==> src/rtl/conv_layer_output_cache_pkg.sv <==
// global_define: shared word width, drain FSM encodings and FLOAT32 constants
// for the convolution output cache.
`ifndef DATA_WIDTH
`define DATA_WIDTH 32
`endif

package global_define;

    typedef enum logic [1:0] {
        ST_IDLE  = 2'd0,
        ST_DRAIN = 2'd1,
        ST_DONE  = 2'd2
    } state_t;

    localparam logic [`DATA_WIDTH-1:0] FLOAT32_ZERO = '0;

endpackage

==> src/rtl/conv_layer_output_cache_word_sel.sv <==
// conv_output_word_sel: picks word[col] of a row (word 0 in the MSB slice).
// Define CONV_OUTPUT_RELU_EN to clamp negative words to FLOAT32 zero.
`ifndef DATA_WIDTH
`define DATA_WIDTH 32
`endif

module conv_output_word_sel
    import global_define::*;
#(
    parameter int ARRAY_SIZE = 6,
    parameter int CW         = 3
) (
    input  logic [ARRAY_SIZE*`DATA_WIDTH-1:0] row,
    input  logic [CW-1:0]                     col,
    output logic [`DATA_WIDTH-1:0]            word
);

    logic [`DATA_WIDTH-1:0] sel;

    assign sel = row[(ARRAY_SIZE-1-int'(col))*`DATA_WIDTH +: `DATA_WIDTH];

`ifdef CONV_OUTPUT_RELU_EN
    assign word = sel[`DATA_WIDTH-1] ? FLOAT32_ZERO : sel;
`else
    assign word = sel;
`endif

endmodule

==> src/rtl/conv_layer_output_cache.sv <==
// conv_layer_output_cache: ping-pong row cache that serialises result rows into
// row-major addressed words. Optional ReLU on output via CONV_OUTPUT_RELU_EN.
`ifndef DATA_WIDTH
`define DATA_WIDTH 32
`endif

module conv_layer_output_cache
    import global_define::*;
#(
    parameter int ARRAY_SIZE = 6,
    parameter int ADDR_WIDTH = 8
) (
    input  logic                              clk,
    input  logic                              rst_n,
    input  logic                              frame_start,
    input  logic                              row_valid,
    input  logic [ARRAY_SIZE*`DATA_WIDTH-1:0] row_data_bus,
    output logic                              row_ready,
    input  logic                              out_ready,
    output logic [`DATA_WIDTH-1:0]            data_out,
    output logic                              data_out_valid,
    output logic [ADDR_WIDTH-1:0]             wr_addr,
    output logic                              frame_done
);

    localparam int CW = ARRAY_SIZE > 1 ? $clog2(ARRAY_SIZE) : 1;
    localparam int RW = ARRAY_SIZE*`DATA_WIDTH;
    localparam logic [CW-1:0] LAST_COL = CW'(ARRAY_SIZE-1);
    localparam logic [ADDR_WIDTH-1:0] LAST_ADDR = ADDR_WIDTH'(ARRAY_SIZE*ARRAY_SIZE-1);

    state_t        state;
    logic [RW-1:0] bank [2];
    logic [1:0]    full;
    logic          wr_sel;
    logic          rd_sel;
    logic [CW-1:0] col;
    logic          capture;
    logic          accept;
    logic          row_end;

    assign row_ready      = !full[wr_sel];
    assign data_out_valid = state == ST_DRAIN;
    assign frame_done     = state == ST_DONE;
    assign capture        = row_valid && row_ready;
    assign accept         = data_out_valid && out_ready;
    assign row_end        = accept && col == LAST_COL;

    // Capture and free always target different banks, so both may update full in one cycle.
    always_ff @(posedge clk or negedge rst_n) begin
        if (!rst_n) begin
            state   <= ST_IDLE;
            bank[0] <= '0;
            bank[1] <= '0;
            full    <= '0;
            wr_sel  <= 1'b0;
            rd_sel  <= 1'b0;
            col     <= '0;
            wr_addr <= '0;
        end else if (frame_start) begin
            state   <= ST_IDLE;
            full    <= '0;
            wr_sel  <= 1'b0;
            rd_sel  <= 1'b0;
            col     <= '0;
            wr_addr <= '0;
        end else begin
            if (capture) begin
                bank[wr_sel] <= row_data_bus;
                full[wr_sel] <= 1'b1;
                wr_sel       <= !wr_sel;
            end
            if (accept) begin
                col     <= row_end ? '0 : col + 1'b1;
                wr_addr <= wr_addr == LAST_ADDR ? '0 : wr_addr + 1'b1;
            end
            if (row_end) begin
                full[rd_sel] <= 1'b0;
                rd_sel       <= !rd_sel;
            end
            case (state)
                ST_IDLE:  if (full[rd_sel]) state <= ST_DRAIN;
                ST_DRAIN: if (row_end) state <= wr_addr == LAST_ADDR ? ST_DONE :
                                                full[!rd_sel] ? ST_DRAIN : ST_IDLE;
                default:  state <= ST_IDLE;
            endcase
        end
    end

    conv_output_word_sel #(
        .ARRAY_SIZE(ARRAY_SIZE),
        .CW        (CW)
    ) u_word_sel (
        .row (bank[rd_sel]),
        .col (col),
        .word(data_out)
    );

endmodule

==> config.mk <==
export PLATFORM = sky130hd
export DESIGN_NAME = conv_layer_output_cache
export DESIGN_NICKNAME = d
export VERILOG_FILES = /design/src/rtl/conv_layer_output_cache_pkg.sv /design/src/rtl/conv_layer_output_cache_word_sel.sv /design/src/rtl/conv_layer_output_cache.sv
export SDC_FILE = /design/constraint.sdc
export NUM_CORES = 1
export LEC_CHECK = 0
export ABC_AREA = 1
export BUFFER_PORTS_ARGS = -buffer_cell sky130_fd_sc_hd__buf_2
export CORE_MARGIN = 3
export CORE_UTILIZATION = 40
export CTS_CLUSTER_DIAMETER = 30
export CTS_CLUSTER_SIZE = 28
export DETAILED_ROUTE_END_ITERATION = 16
export MAX_ROUTING_LAYER = met4
export PLACE_DENSITY = 0.6
export SLEW_MARGIN = 5
export SYNTH_ARGS = -nofsm -noshare
export SYNTH_HDL_FRONTEND = slang
export SYNTH_SLANG_ARGS = --single-unit
==> constraint.sdc <==
create_clock -name clk -period 6.1 [get_ports clk]
set_clock_uncertainty 0.2 [all_clocks]
set_input_delay 0 -clock clk [delete_from_list [all_inputs] [get_ports clk]]
set_output_delay 0 -clock clk [all_outputs]
set_load 0.05 [all_outputs]
Word-level counts from Yosys, hierarchy flattened
Cells that the tools add are included.
Widths: inputs -> output; s select.
{"block": "totals", "reg_bits": 401, "in_bits": 197, "out_inout_bits": 43, "elab_cells": 83}
{"block": "classes", "n_addsub": 3, "magnitude_cmp": 8, "n_eq_ne": 6, "shifts": 1, "muxes": 36, "bitwise_logic": 6, "reduce_logical": 15}
{"cell": "$mux 192", "count": 4}
{"cell": "$bwmux 384", "count": 1}
{"cell": "$demux 192 s1", "count": 1}
{"cell": "$shiftx 192x32->32", "count": 1}
{"cell": "$mux 8", "count": 3}
{"cell": "$mux 2", "count": 8}
{"cell": "$mux 1", "count": 13}
{"cell": "$mux 3", "count": 3}
{"cell": "$add 8x1->8 const B", "count": 1}
{"cell": "$eq 8x6->1 const B", "count": 1}
{"cell": "$logic_and 1x1->1", "count": 6}
{"cell": "$lt 1x2->1 const B", "count": 3}
{"cell": "$reduce_bool 2->1", "count": 3}
{"cell": "$ge 2x2->1 const B", "count": 2}
{"cell": "$not 1->2", "count": 2}
{"cell": "$pmux 2 s2", "count": 1}
{"cell": "$reduce_and 2->1", "count": 2}
{"cell": "$sub 3x3->4 const A", "count": 1}
{"cell": "$add 3x1->3 const B", "count": 1}
{"cell": "$eq 3x3->1 const B", "count": 1}
{"cell": "$logic_not 1->1", "count": 3}
{"cell": "$ne 3x2->1 const B", "count": 1}
{"cell": "$ne 3x3->1 const B", "count": 1}
{"cell": "$and 2x2->2", "count": 1}
{"cell": "other kinds (9)", "count": 11}

Longest topological paths before layout
Gate-level depths: netlist (run 1).
{"block": "logic_depth", "depth_word": 10, "mapped_depth": 9, "depth_no_buf": 7}

Modules after synthesis
A second synthesis (run 1) with hierarchy kept.
{"block": "unflattened", "cells_unflattened": 2978, "hier_area_um2": 20865.0}
{"module": "conv_layer_output_cache", "n_inst": 1, "cells_per_inst": 2402, "area_per_inst_um2": 18356.4, "seq_area_each_um2": 10034.6}
{"module": "conv_output_word_sel", "n_inst": 1, "cells_per_inst": 576, "area_per_inst_um2": 2508.7, "seq_area_each_um2": 0.0}

Least setup slack after synthesis (run 1)
No wires, ideal clock.
{"block": "synth_timing", "path_kind": "reg-to-output", "startpoint": "reg col[1]", "endpoint": "out data_out[10]", "arrival_ns": 2.684, "t_required_ns": 5.900, "slack_ns": 3.216, "stages_incl_launch_ff": 10, "cell_sequence": "dfrtp_1 > clkbuf_1 > clkinv_1 > clkbuf_1 > ha_1 > inv_1 > nor2_1 > clkbuf_1 > nand2_1 > a21oi_1"}
{"block": "synth_via", "elab_chain_cells": 2}
{"item": "from (decl)", "line_no": "conv_layer_output_cache.sv:36", "source": "logic [CW-1:0] col;"}
{"item": "from (signal assigned)", "line_no": "conv_layer_output_cache.sv:73", "source": "col <= row_end ? '0 : col + 1'b1;"}
{"item": "$sub 3x3->4", "line_no": "conv_layer_output_cache_word_sel.sv:20", "source": "assign sel = row[(ARRAY_SIZE-1-int'(col))*`DATA_WIDTH +: `DATA_WIDTH];"}
{"item": "$shiftx 192x32->32", "line_no": "conv_layer_output_cache_word_sel.sv:20"}
{"item": "to (decl)", "line_no": "conv_layer_output_cache.sv:20", "source": "output logic [`DATA_WIDTH-1:0] data_out,"}
No other way between the ends.

Worst setup path in the final report (run 1)
{"block": "layout_timing", "startpoint": "reg rd_sel", "endpoint": "out data_out[7]"}
{"block": "layout_via", "elab_chain_cells": 5}
{"item": "from (decl)", "line_no": "conv_layer_output_cache.sv:35", "source": "logic rd_sel;"}
{"item": "from (signal assigned)", "line_no": "conv_layer_output_cache.sv:78", "source": "rd_sel <= !rd_sel;"}
{"item": "$not 1->2 (implied by the code)", "line_no": "conv_layer_output_cache.sv:93", "source": ".row (bank[rd_sel]),"}
{"item": "$mux 192 (implied by the code) (3 in series)", "line_no": "conv_layer_output_cache.sv:93"}
{"item": "$shiftx 192x32->32", "line_no": "conv_layer_output_cache_word_sel.sv:20"}
No other way between the ends. The select of a mux whose other input is x is not followed.

==> run summary, run 1 <==
Outcome -> finished clean
Commonest cells in the netlist -> nand2_1, dfrtp_1, inv_1, o21ai_2, nand3_1
Num ports -> 240
EDFF count, synth -> 0
Routed Antenna Nets -> 0
Synthesized flop and latch total -> 401
Critical Path Sink Type -> primary output
Reg-to-reg setup timing slack -> 2.96 ns
DRC Markers -> 0
Cell variety after synth -> 27
Ratio of cells with drive above 1 in the final layout -> 23.91%
Req. time, crit path -> 5.90 ns
Peak supply drop -> 0.2541 mV
Critical path peak fanout -> 98
CP max stage cell -> inv_4
Die Ht -> 235.2 um
Final-report setup violation count -> 0
Cells after Synth -> 2,592
Critical R2R Launch -> wr_sel
Chip Width -> 235.2 um
Yosys warnings -> 0
Rows -> 83
Number of vias per cell -> 4.997
Die area -> 55,300 um^2
HPWL Detailed -> 46,280 um
Post-Place Setup Slack -> 2.839 ns
TritonRoute pass-1 iters -> 6
Largest net degree at the start of global routing -> 169
Layout area overhead -> 37.10%
1st-iter DRT viols -> 1,929
Maxcap violations -> 0
Worst-skew pair later-pin latency -> 0.65 ns
Initial antenna violation count -> 14
Final setup margin -> 2.049 ns
Cell taking the most area after synthesis -> dfrtp_1
Worst endpoint data arrival time -> 3.85 ns
R2R depth -> 8
Synthesized Nets -> 2,793
Total CTS buffers -> 103
Ys flop type -> dfrtp_1
Via count -> 19,300
WHS Endpoint -> bank[154]
GR Util All Layers -> 26.63%
HP Start -> row_data_bus[154]
Worst-case clock buffer depth -> 3
Nets -> 3,282
Final worst path period share -> 66.42%
CTS tree -> built
Post-Syn Area -> 21,010 um^2
Final hold vios -> 0
CP Class -> register to primary output
P_leak -> 14.59 nW
Largest cells by area after synthesis -> dfrtp_1, nand2_1, o21ai_2, inv_1, nand3_1
Fillers -> 4,594
CTS sink cnt -> 401
CP peak stage delay -> 0.78 ns
Grt total ovfl -> 0
Transition time of the tightest slew-check pin -> 1.138 ns
Unrepaired setup endpoints after global routing -> no
# Post-CTS Setup Buffers -> 0
Min-delay worst type -> input port to register
Share of the synthesized area in the top cell type -> 47.77%
CP Launch Type -> register
Clock-pin slew on the worst setup and hold paths -> 0.05 ns
Core ar. -> 51,610 um^2
Post-CTS sizing -> 0
First-pass GRT wire length -> 112,900 um
RD Place Congestion -> 0.9096
Crit path launch -> rd_sel
H-tree lvl count -> 3
Wirelength, routed -> 72,110 um
CP cell instances -> inv_4, buf_12, or2_2, nand2_1, nand3_1, nand3_1, a21oi_1, buf_2
PD cells -> 471.0 nW/um^2
Max Freq -> 246.8 MHz
Seq/Total Area, Yosys -> 47.77%
Fin. max-slew vios -> 0
DR WL/cell -> 18.67 um
Initial core utilization -> 40.70%
Root buf cell -> clkbuf_16
WHS Path Cells -> 4
Vias in the first global route -> 19,550
Setup TNS -> 0 ns
Tmin final -> 4.051 ns
Most common cell in the netlist -> nand2_1
Slew HR -> 24.17%
CP dominant cell by count -> nand3_1
IO buf count -> 239
Reg-to-reg endpoint -> bank[179]
Synth async-reset ratio -> 100.0%
Syn Area/Cell -> 8.104 um^2
==> registers in the layout (all words and copies together), names as in the netlist <==
name	count
rd_sel	1
wr_sel	1
full	2
state	2
bank	384
col	3
wr_addr	8
==> kinds of logic after synthesis <==
kind of cell	share of synthesized area (%)
buffers and inverters	13.03
adders and majority gates	0.2383
DFF	47.77
AOI/OAI and AO/OA	17.67
and+or+nand+nor	21.25
xor gates and xnor gates	0.04170
==> placed cells by master (no fill, tap or decap), types with 21 or more instances in the layout <==
master and instances:
clkinv_2 21, clkbuf_16 106, o21ai_2 277, nor2_1 174, dlygate4sd3_1 291, o21ai_1 67
dfrtp_1 399, a21oi_1 42, o21ai_0 145, inv_1 396, buf_2 238, or2_2 32
nand2_1 667, nand3_1 202
==> report_power, final <==
part	internal (mW)	total [mW]	switching [mW]
logic	1.24	3.35	2.10
registers	3.75	4.37	0.614
clock network	4.08	5.85	1.77
total	9.07	13.6	4.49
==> layer usage <==
metal  GRT usage, %  share of wire [%]
met5              -                  0
met4          9.182                2.8
met3          7.720                8.9
met2          39.32                 45
met1          35.12                 43
==> worst max path at each step <==
stage                    to  slack (ns)
2_1_floorplan  data_out[10]        3.22
3_3_place_gp   data_out[22]        2.83
3_5_place_dp   data_out[22]        2.84
4_1_cts        data_out[22]        2.14
5_1_grt        data_out[22]        1.87
6_report        data_out[7]        2.05
==> final cells by class <==
type                            instances  area (um^2)  share of cell area, %
Antenna cell                           13        32.53                 0.1130
Clock buffer                          127         2821                  9.797
Clock inverter                         67        933.4                  3.241
Inverter                              400         1504                  5.222
Multi-Input combinational cell       1625         8238                  28.60
Sequential cell                       401        10040                  34.87
Tap cell                              680        850.8                  2.954
Timing Repair Buffer                  550         4377                  15.20
==> worst max-delay path, delay by kind of cell (launching register included) <==
family / cells / cell delay, ns
buffers and inverters: 3 / 1.56
DFF: 1 / 0.68
and+or+nand+nor: 4 / 0.45
AOI/OAI and AO/OA: 1 / 0.29
==> metrics by stage <==
stage | hold slack (ns) | std cells | area (um^2) | power, mW | util [%]
after global routing | 0.03105 | 3863 | 28800 | 14.29 | 55.80
after CTS | 0.0004326 | 3850 | 28770 | 13.59 | 55.73
after global placement | -0.003264 | 3364 | 22070 | 7.434 | 42.76
after floorplan | -0.4956 | 2592 | 21010 | 6.609 | -
final | 0.01924 | 3863 | 28800 | 13.56 | 55.80
after detailed placement | 0.01377 | 3364 | 22070 | 7.533 | 42.76
==> repair_timing <==
action / CTS / global route
endpoints found under the hold margin: 525 / 0
hold buffers: 292 / 0
endpoints found under the setup margin: 0 / 0
No activity file was read; power rests on OpenSTA's default activity.
==> run 2, diff against run 1 <==
==> constraint.sdc (replaced) <==
create_clock -name clk -period 3.9 [get_ports clk]
set_clock_uncertainty 0.2 [all_clocks]
set_input_delay 0 -clock clk [delete_from_list [all_inputs] [get_ports clk]]
set_output_delay 0 -clock clk [all_outputs]
set_load 0.05 [all_outputs]
==> run summary, run 2 (synthesized netlist as in run 1, its figures left out) <==
CTS tree -> built
Net Sw Power -> 6.775 mW (+51%)
CP Class -> register to primary output
Largest net degree at the start of global routing -> 179 (+5.9%)
DR WL/cell -> 18.37 um (-1.6%)
Final hold vios -> 0 (unchanged)
Die Ht -> 235.2 um (unchanged)
Core ar. -> 51,610 um^2 (unchanged)
Number of vias per cell -> 5.034 (+0.75%)
1st-iter DRT viols -> 1,753 (-9.1%)
GR Util All Layers -> 25.99% (-0.64 points)
Seq pwr share -> 33.7% (+1.5 points)
Unrepaired setup endpoints after global routing -> no
Worst endpoint data arrival time -> 3.33 ns (-0.52 ns)
Via count -> 19,160 (-0.74%)
Non-filler cells, final -> 3,806 (-1.5%)
Total CTS buffers -> 98 (-4.9%)
Routed Antenna Nets -> 0 (unchanged)
Largest Register -> bank
Clock power frac -> 38.8% (-4.3 points)
First-pass GRT wire length -> 110,300 um (-2.3%)
Worst-skew pair later-pin latency -> 0.62 ns (-0.03 ns)
Fillers -> 4,557 (-0.81%)
Clock-pin slew on the worst setup and hold paths -> 0.04 ns (about the same)
Nets -> 3,252 (-0.91%)
Req. time, crit path -> 3.70 ns (-2.20 ns)
Slew HR -> 30.60% (+6.4 points)
Initial antenna violation count -> 0 (-14)
Final hold slack -> 0.01192 ns (-0.007314 ns)
CP cell instances -> inv_4, buf_12, or2_2, nand2_1, nand3_1, nand3_1, a21oi_1, buf_12
Final worst path period share -> 90.58%
IO buf count -> 239 (unchanged)
Layout area overhead -> 35.23%
Rows -> 83 (unchanged)
TritonRoute pass-1 iters -> 5 (-1)
Outcome -> finished clean
Min-delay worst type -> input port to register
Grt total ovfl -> 0 (unchanged)
RD Place Congestion -> 0.9151 (+0.60%)
Ratio of cells with drive above 1 in the final layout -> 23.78% (-0.14 points)
Pint -> 13.52 mW (+49%)
Placed cell count -> 3,376 (+0.36%)
Commonest non-fill, non-tap cell in the layout -> nand2_1
Die area -> 55,300 um^2 (unchanged)
Initial core utilization -> 40.70% (unchanged)
Peak supply drop -> 0.4951 mV (+95%)
Tmin final -> 3.533 ns
DRC Markers -> 0 (unchanged)
Critical path peak fanout -> 51 (-48%)
Final-report setup violation count -> 0 (unchanged)
Worst-case clock buffer depth -> 3 (unchanged)
Setup TNS -> 0 ns (unchanged)
Chip Width -> 235.2 um (unchanged)
CP Launch Type -> register
P_leak -> 14.42 nW (-1.2%)
Critical Path Sink Type -> primary output
Vias in the first global route -> 19,280 (-1.4%)
Wirelength, routed -> 69,920 um (-3.0%)
HPWL Detailed -> 45,580 um (-1.5%)
CTS sink cnt -> 401 (unchanged)
Transition time of the tightest slew-check pin -> 1.041 ns (-0.09653 ns)
Maxcap violations -> 0 (unchanged)
CP max stage cell -> dfrtp_4
Max Freq -> 283.1 MHz
Comb pwr share -> 27.5% (+2.8 points)
Num ports -> 240 (unchanged)
H-tree lvl count -> 3 (unchanged)
Root buf cell -> clkbuf_16
Final Util -> 55.04% (-0.76 points)
Post-CTS sizing -> 0 (unchanged)
CP peak stage delay -> 0.62 ns (-0.16 ns)
Switching Fraction -> 33.37% (+0.27 points)
Max FFs per register -> 384 (unchanged)
Most frequent cells in the layout -> nand2_1, dfrtp_1, inv_1
PD cells -> 714.6 nW/um^2 (+52%)
Top flop regs -> bank: 384 flops, wr_addr: 8 flops, col: 3 flops
Fin. max-slew vios -> 0 (unchanged)
run 2: cell count changes in the layout (fill, tap and decap cells not counted), moves of 6 or more:
cell | before | now
diode_2 | 13 | 1
clkinvlp_4 | 18 | 6
buf_2 | 238 | 215
bufinv_16 | 19 | 6
buf_12 | 7 | 37
clkbuf_16 | 106 | 100
clkbuf_1 | 12 | 19
clkbuf_8 | 9 | 21
dlygate4sd3_1 | 291 | 254
run 2: final timing paths:
check                             startpoint  cells past startpoint  slack, ns           to
min                        row_data_bus[115]                      4       0.01    bank[115]
max reg2reg                           wr_sel                      8       1.54     bank[56]
max                                   rd_sel                      8       0.37  data_out[6]
max in group asynchronous              rst_n                      4       2.62    bank[250]
min in group asynchronous              rst_n                      4       0.43    bank[327]
min reg2reg                         bank[61]                      2       0.27     bank[61]
run 2: layout make-up:
cell class	count	area (um^2)	area share [%]
tap	680	850.8	2.995
timing repair buffer	525	4529	15.95
sequential	401	10040	35.35
clock inverter	34	376.6	1.326
antenna	1	2.502	0.008809
multi-input combinational	1625	8238	29.00
inverter	400	1504	5.294
clock buffer	140	2863	10.08
run 2: through the flow:
step / instance area [um^2] / setup slack (ns) / power, mW
2_1_floorplan: 21010 / 1.016 / 10.34
3_3_place_gp: 22590 / 1.081 / 12.05
3_5_place_dp: 22590 / 1.091 / 12.21
4_1_cts: 28400 / 0.4295 / 20.37
5_1_grt: 28400 / 0.3110 / 21.46
6_report: 28410 / 0.3674 / 20.30
run 2: worst max-delay path: cells and delay by family (launching register included):
kind | cells | cell delay, ns
AO/OA/AOI/OAI | 1 | 0.56
flip-flops | 1 | 0.62
buffers and inverters | 3 | 1.00
AND/OR/NAND/NOR | 4 | 0.45
run 2: per-layer routing:
layer  wire, um  up-vias  track usage [%]
li1           -     9043                -
met4       2181        0            9.182
met5          0        -                -
met2      32720      717            40.21
met1      30130     9269            34.44
met3       4894      131            4.709
run 2: power groups by stage:
stage	clock, mW	combinational (mW)	sequential (mW)
6_report	7.87	5.58	6.85
4_1_cts	7.96	5.57	6.84
2_1_floorplan	0	3.79	6.55
3_3_place_gp	0	5.24	6.81
3_5_place_dp	0	5.34	6.87
5_1_grt	8.22	6.18	7.05
run 2: what timing repair did:
item,4_1_cts,5_1_grt
hold endpoints to repair,802,0
setup buffers,0,0
setup endpoints to repair,0,0
hold buffers,255,0
